===== src/rtl/reg_serial_tx_pkg.sv =====
// Shared types and constants for the register-loaded serial transmitter.
// Latency: n/a (declarations only).
// Backpressure: n/a (declarations only).
//
// Contents: FSM state encoding, default word width / bit period, and a
// counter-width helper that stays legal for degenerate sizes (1).
package reg_serial_tx_pkg;

  typedef enum logic [1:0] {
    IDLE  = 2'd0,
    START = 2'd1,
    DATA  = 2'd2,
    STOP  = 2'd3
  } state_t;

  localparam int N_DEFAULT   = 8;
  localparam int DIV_DEFAULT = 4;

  // Width of a counter holding 0..n-1; never returns 0 so vectors stay legal.
  function automatic int cnt_w(input int n);
    return (n > 1) ? $clog2(n) : 1;
  endfunction

endpackage


===== src/rtl/reg_serial_tx_bit_timer.sv =====
// Bit-period timer: counts 0..DIV-1 while run is high, pulses tick on the last cycle.
// Latency: tick is combinational from the count register; first tick DIV-1 cycles after run rises.
// Backpressure: none; run=0 holds the count at 0.
//
// Ports:
//   clk   - rising-edge clock
//   clr_n - asynchronous active-low reset (count -> 0)
//   run   - count enable; low clears the count
//   tick  - high on the final cycle of each bit period
module bit_timer
  import reg_serial_tx_pkg::*;
#(
  parameter int DIV = DIV_DEFAULT
) (
  input  logic clk,
  input  logic clr_n,
  input  logic run,
  output logic tick
);

  localparam int TW = cnt_w(DIV);

  logic [TW-1:0] cnt_q;
  logic [TW-1:0] cnt_d;

  // With DIV=1 the count never leaves 0, so tick simply follows run.
  assign tick = run && (cnt_q == TW'(DIV - 1));

  always_comb begin
    cnt_d = '0;
    if (run && !tick) begin
      cnt_d = cnt_q + TW'(1);
    end
  end

  always_ff @(posedge clk or negedge clr_n) begin
    if (!clr_n) begin
      cnt_q <= '0;
    end else begin
      cnt_q <= cnt_d;
    end
  end

endmodule


===== src/rtl/reg_serial_tx.sv =====
// Serial transmitter: loads an N-bit word and sends start(0), N data bits MSB-first, stop(1).
// Latency: first start-bit cycle is the cycle after accept; frame lasts (N+2)*DIV cycles, done in the following cycle.
// Backpressure: ready=0 while a frame is in progress; load is then ignored (no queuing).
//
// Ports:
//   clk   - rising-edge clock
//   clr_n - asynchronous active-low reset, aborts any frame
//   load  - request to transmit d (accepted when ready)
//   d     - N-bit parallel word
//   ready - high in IDLE
//   tx    - registered serial line, idle high
//   busy  - inverse of ready
//   done  - one-cycle pulse in the first IDLE cycle after a frame
module reg_serial_tx
  import reg_serial_tx_pkg::*;
#(
  parameter int N   = N_DEFAULT,
  parameter int DIV = DIV_DEFAULT
) (
  input  logic         clk,
  input  logic         clr_n,
  input  logic         load,
  input  logic [N-1:0] d,
  output logic         ready,
  output logic         tx,
  output logic         busy,
  output logic         done
);

  localparam int IW = cnt_w(N);

  state_t        state_q, state_d;
  logic [N-1:0]  sh_q, sh_d;
  logic [IW-1:0] idx_q, idx_d;
  logic          tx_q, tx_d;
  logic          done_q, done_d;

  logic          run;
  logic          tick;
  logic [N-1:0]  sh_shift;

  assign run      = (state_q != IDLE);
  assign ready    = (state_q == IDLE);
  assign busy     = ~ready;
  assign tx       = tx_q;
  assign done     = done_q;
  // Shifting the whole register (rather than slicing) keeps N=1 legal.
  assign sh_shift = sh_q << 1;

  bit_timer #(
    .DIV (DIV)
  ) u_bit_timer (
    .clk   (clk),
    .clr_n (clr_n),
    .run   (run),
    .tick  (tick)
  );

  // tx_d is always the value for the *next* bit period, so tx only moves on
  // the edge that ends a period (tick) or on the accept edge.
  always_comb begin
    state_d = state_q;
    sh_d    = sh_q;
    idx_d   = idx_q;
    tx_d    = tx_q;
    done_d  = 1'b0;
    case (state_q)
      IDLE: begin
        tx_d = 1'b1;
        if (load) begin
          sh_d    = d;
          idx_d   = '0;
          tx_d    = 1'b0;
          state_d = START;
        end
      end
      START: begin
        if (tick) begin
          tx_d    = sh_q[N-1];
          idx_d   = '0;
          state_d = DATA;
        end
      end
      DATA: begin
        if (tick) begin
          if (idx_q == IW'(N - 1)) begin
            tx_d    = 1'b1;
            state_d = STOP;
          end else begin
            sh_d  = sh_shift;
            tx_d  = sh_shift[N-1];
            idx_d = idx_q + IW'(1);
          end
        end
      end
      STOP: begin
        if (tick) begin
          tx_d    = 1'b1;
          done_d  = 1'b1;
          state_d = IDLE;
        end
      end
      default: begin
        tx_d    = 1'b1;
        state_d = IDLE;
      end
    endcase
  end

  always_ff @(posedge clk or negedge clr_n) begin
    if (!clr_n) begin
      state_q <= IDLE;
      sh_q    <= '0;
      idx_q   <= '0;
      tx_q    <= 1'b1;
      done_q  <= 1'b0;
    end else begin
      state_q <= state_d;
      sh_q    <= sh_d;
      idx_q   <= idx_d;
      tx_q    <= tx_d;
      done_q  <= done_d;
    end
  end

endmodule


===== config.mk =====
export PLATFORM = sky130hd
export DESIGN_NAME = reg_serial_tx
export DESIGN_NICKNAME = d
export VERILOG_FILES = /design/src/rtl/reg_serial_tx_pkg.sv /design/src/rtl/reg_serial_tx_bit_timer.sv /design/src/rtl/reg_serial_tx.sv
export SDC_FILE = /design/constraint.sdc
export NUM_CORES = 1
export LEC_CHECK = 0
export CAP_MARGIN = 10
export CORE_UTILIZATION = 52
export CTS_CLUSTER_DIAMETER = 50
export DETAILED_ROUTE_END_ITERATION = 8
export HOLD_SLACK_MARGIN = 0.03
export MAX_ROUTING_LAYER = met4
export PLACE_DENSITY = 0.86
export SETUP_SLACK_MARGIN = 0.15
export SYNTH_ARGS = -nofsm -noshare
export SYNTH_HDL_FRONTEND = slang
export SYNTH_SLANG_ARGS = --single-unit

===== constraint.sdc =====
create_clock -name clk -period 2 [get_ports clk]
set_input_delay 0.5 -clock clk [delete_from_list [all_inputs] [get_ports clk]]
set_output_delay 0.5 -clock clk [all_outputs]
set_load 0.02 [all_outputs]

==> summary.md <==
| Metric | Value |
|---|---|
| Outcome | complete, no violations |
| CP startpoint kind | register |
| Starting Density | 56.4% |
| Cells after synthesis | 82 |
| Synth warnings | 0 |
| Total of max-cap violations | 0 |
| Post-synth top area share | between 40% and 50% |
| Worst slew margin | 73.8% |
| Top Ports | 15 |
| Power per cell area | 1550 nW/um^2 |
| Post-synthesis async set-or-reset flop share | 100% |
| Number of core rows | 15 |
| Clock Path Buffers | 2 |
| Cell count after placement | 124 |
| GRT Overall Usage | 22.3% |
| Initial antenna violation count | 0 |
| Synth Register Bits | 17 |
| Via density | 5.57 |
| Die X | 45.5 um |
| Compound-Gate Fraction of Synth Area | 9.91% |
| Setup TNS Final | 0 ns |
| Hold depth | 1 |
| Worst path arrival time | 1.95 ns |
| GPL Wtd Cong | 0.804 |
| Largest net degree at the start of global routing | 11 |
| Worst slew pin tran | 0.393 ns |
| LEAKAGE | 0.000534 uW |
| Clk sinks | 17 |
| Hold Path End | u_bit_timer.cnt_q[0] |
| Final wirelength | 1.99 mm |
| Met2 Use GR | a little over a third |
| Grt met3 use | 4.76% |
| Hold_sp | u_bit_timer.cnt_q[0] |
| Vias in the first global route | 693 |
| CP max FO | 8 |
| Synthesized area | 985 um^2 |
| Die Area | a little over 2000 um^2 |
| Main combinational cell family by area after synthesis | multiplexers |
| Post-synthesis mux area share | between 10% and 20% |
| TritonCTS Buffers | 3 |
| Final routed DRC violation total | 0 |
| Count of antenna diodes in the layout | 0 |
| Remaining antenna violation count | 0 |
| Root Driver | clkbuf_4 |
| 1st-iter DRT viols | 18 |
| DR pass1 iterations | 4 |
| Busiest layer in global routing | met2 |
| Synth area leader | dfrtp_1 |
| Layout cells sized above 1 | 35.6% |
| Worst r2r dst | sh_q[5] |
| Worst vdd ir | 0.00127 V |
| Later-pin clock latency in the skew report | roughly 0.31 ns |
| IO buf count | 14 |
| Register-to-register setup slack | between 0.2 and 0.25 ns |
| Number of flops mapped to enable cells by yosys | 0 |
| Via count | 719 |
| Slew Viols, Final | 0 |
| Met1 global-route usage | 25.4% |
| Final hold vios | 0 |
| # H-tree levels | 1 |
| Crit path launch | idx_q[0] |
| Clk_skew | between 0.01 and 0.015 ns |
| CTS tree | built |
| Crit Path Class | register to register |
| Worst hold path class | register to register |
| Synthesized Nets | 102 |
| # hold bufs at CTS | 0 |
| Die height | 45.5 um |
| Global-route wire length before repair | 3.06 mm |
| Synth top cells by count | dfrtp_1 (16), mux2_2 (16), ha_1 (9), inv_1 (7) |
| Post-route clock period utilization | between 80% and 90% |
| Worst-case reg-to-reg path depth | 5 |
| Fin crit period | 1.76 ns |
| GR Overflow Total | 0 |
| Endpoints failing setup | 0 |
| Critical Path End Type | register |
| Fill cells | 124 |
| XOR/XNOR Fraction of Synth Area | 0% |
| Core box area | 1750 um^2 |
| Finished Layout Cells | 129 |
| Peak Freq | roughly 570 MHz |
| R2r startpoint | idx_q[0] |
| Main flop type after synthesis | dfrtp_1 |
| Nets | between 100 and 150 |
| RSZ-0062 raised after global routing | no |
| Synth Area in Simple Gates | a little under an eighth |
| Worst Path Required | 2.19 ns |
| Area growth from synthesis to layout | 25.4% |
| Clk slew on worst S/H paths | around 0.1 ns |
| Post-Syn Area per Cell | ~12 um^2 |
| Synth unique cells | 29 |
| Top post-synthesis cells by area | dfrtp_1 (41%), mux2_2 (18%), ha_1 (11%) |
| Wire per inst | approximately 15 um |
| Post-DP HPWL | 1.48 mm |
| Synth Area in Adders | between 10% and 20% |
| Seq/Total Area, Yosys | between 40% and 50% |
[metal layers]
layer,share of wire [%],routed length [um],vias to the layer above
met5,0,0,-
li1,-,-,343
met1,43,845,349
met2,51,1020,20
met4,3.0,60,0
met3,3.3,65,7
[per-stage QoR]
stage	cell area [um^2]	power, uW	utilization, %	setup WS (ns)	hold slack (ns)
detailed placement	1190	1690	68.0	-0.0517	0.441
global placement	1190	1620	68.0	-0.00202	0.421
global route	1230	2060	70.8	0.179	0.484
floorplan	985	1380	-	0.252	0.204
finish	1230	1910	70.8	0.238	0.450
CTS	1220	1890	70.2	0.109	0.456
[where the power goes]
part	total [uW]	internal, uW	switching, uW
logic	1090	568	519
registers	637	523	113
clock network	191	78.0	113
[layout by cell type (no fill, tap or decap), drive strengths merged]
cell and instances:
ha 9, or4 1, nand3 3, mux2i 1
a32o 1, nor2b 2, nand2 1, buf 8
o21ai 1, nor3 2, nor3b 1, clkbuf 5
clkdlybuf4s50 11, nand2b 2, mux2 16, or2 1
o211ai 3, dlygate4sd2 1, o221ai 1, nor2 2
nand4b 2, and2 2, a22oi 1, a32oi 2
dfstp 1, dfrtp 16, inv 7, a211oi 1
[area by class of cell]
| cell class | count | area [um^2] | share of cell area [%] |
|---|---|---|---|
| repair buffers | 21 | 181 | 14.7 |
| multi-input cells | 55 | 543 | 44.0 |
| flip-flops and latches | 17 | 427 | 34.5 |
| well taps | 25 | 31.3 | 2.53 |
| inverters | 7 | 26.3 | 2.13 |
| clock buffers | 4 | 26.3 | 2.13 |
[state kept, by name, summed over array words and instances, names as in the netlist]
register,cells
state_q,2
idx_q,3
done,1
u_bit_timer.cnt_q,2
sh_q,8
tx,1
[critical path, cell delays in order (launching register included)]
cell     delay [ns]
dfrtp_1        0.40
ha_1           0.21
ha_1           0.20
nor2b_1        0.09
a32oi_4        0.34
mux2_2         0.39
[how the worst max path moves through the flow]
stage / to / cells past startpoint
3_3_place_gp: sh_q[3] / 4
4_1_cts: busy / 4
3_5_place_dp: sh_q[5] / 4
2_1_floorplan: sh_q[1] / 5
6_report: sh_q[5] / 5
5_1_grt: sh_q[5] / 5
[cells by family after synthesis]
kind of cell	after synthesis
AO/OA/AOI/OAI	10
adder cells (fa/ha/maj)	9
multiplexers	17
flip-flops	17
buffers and inverters	10
AND/OR/NAND/NOR	19
[timing repair]
| item | CTS | global route |
|---|---|---|
| endpoints found under the setup margin | 3 | 10 |
| gates resized for setup | 8 | 6 |
| cloned | 0 | 0 |
| setup buffers | 0 | 1 |
| pin swaps | 0 | 1 |
Note: power is estimated with default switching activity, not from simulation.
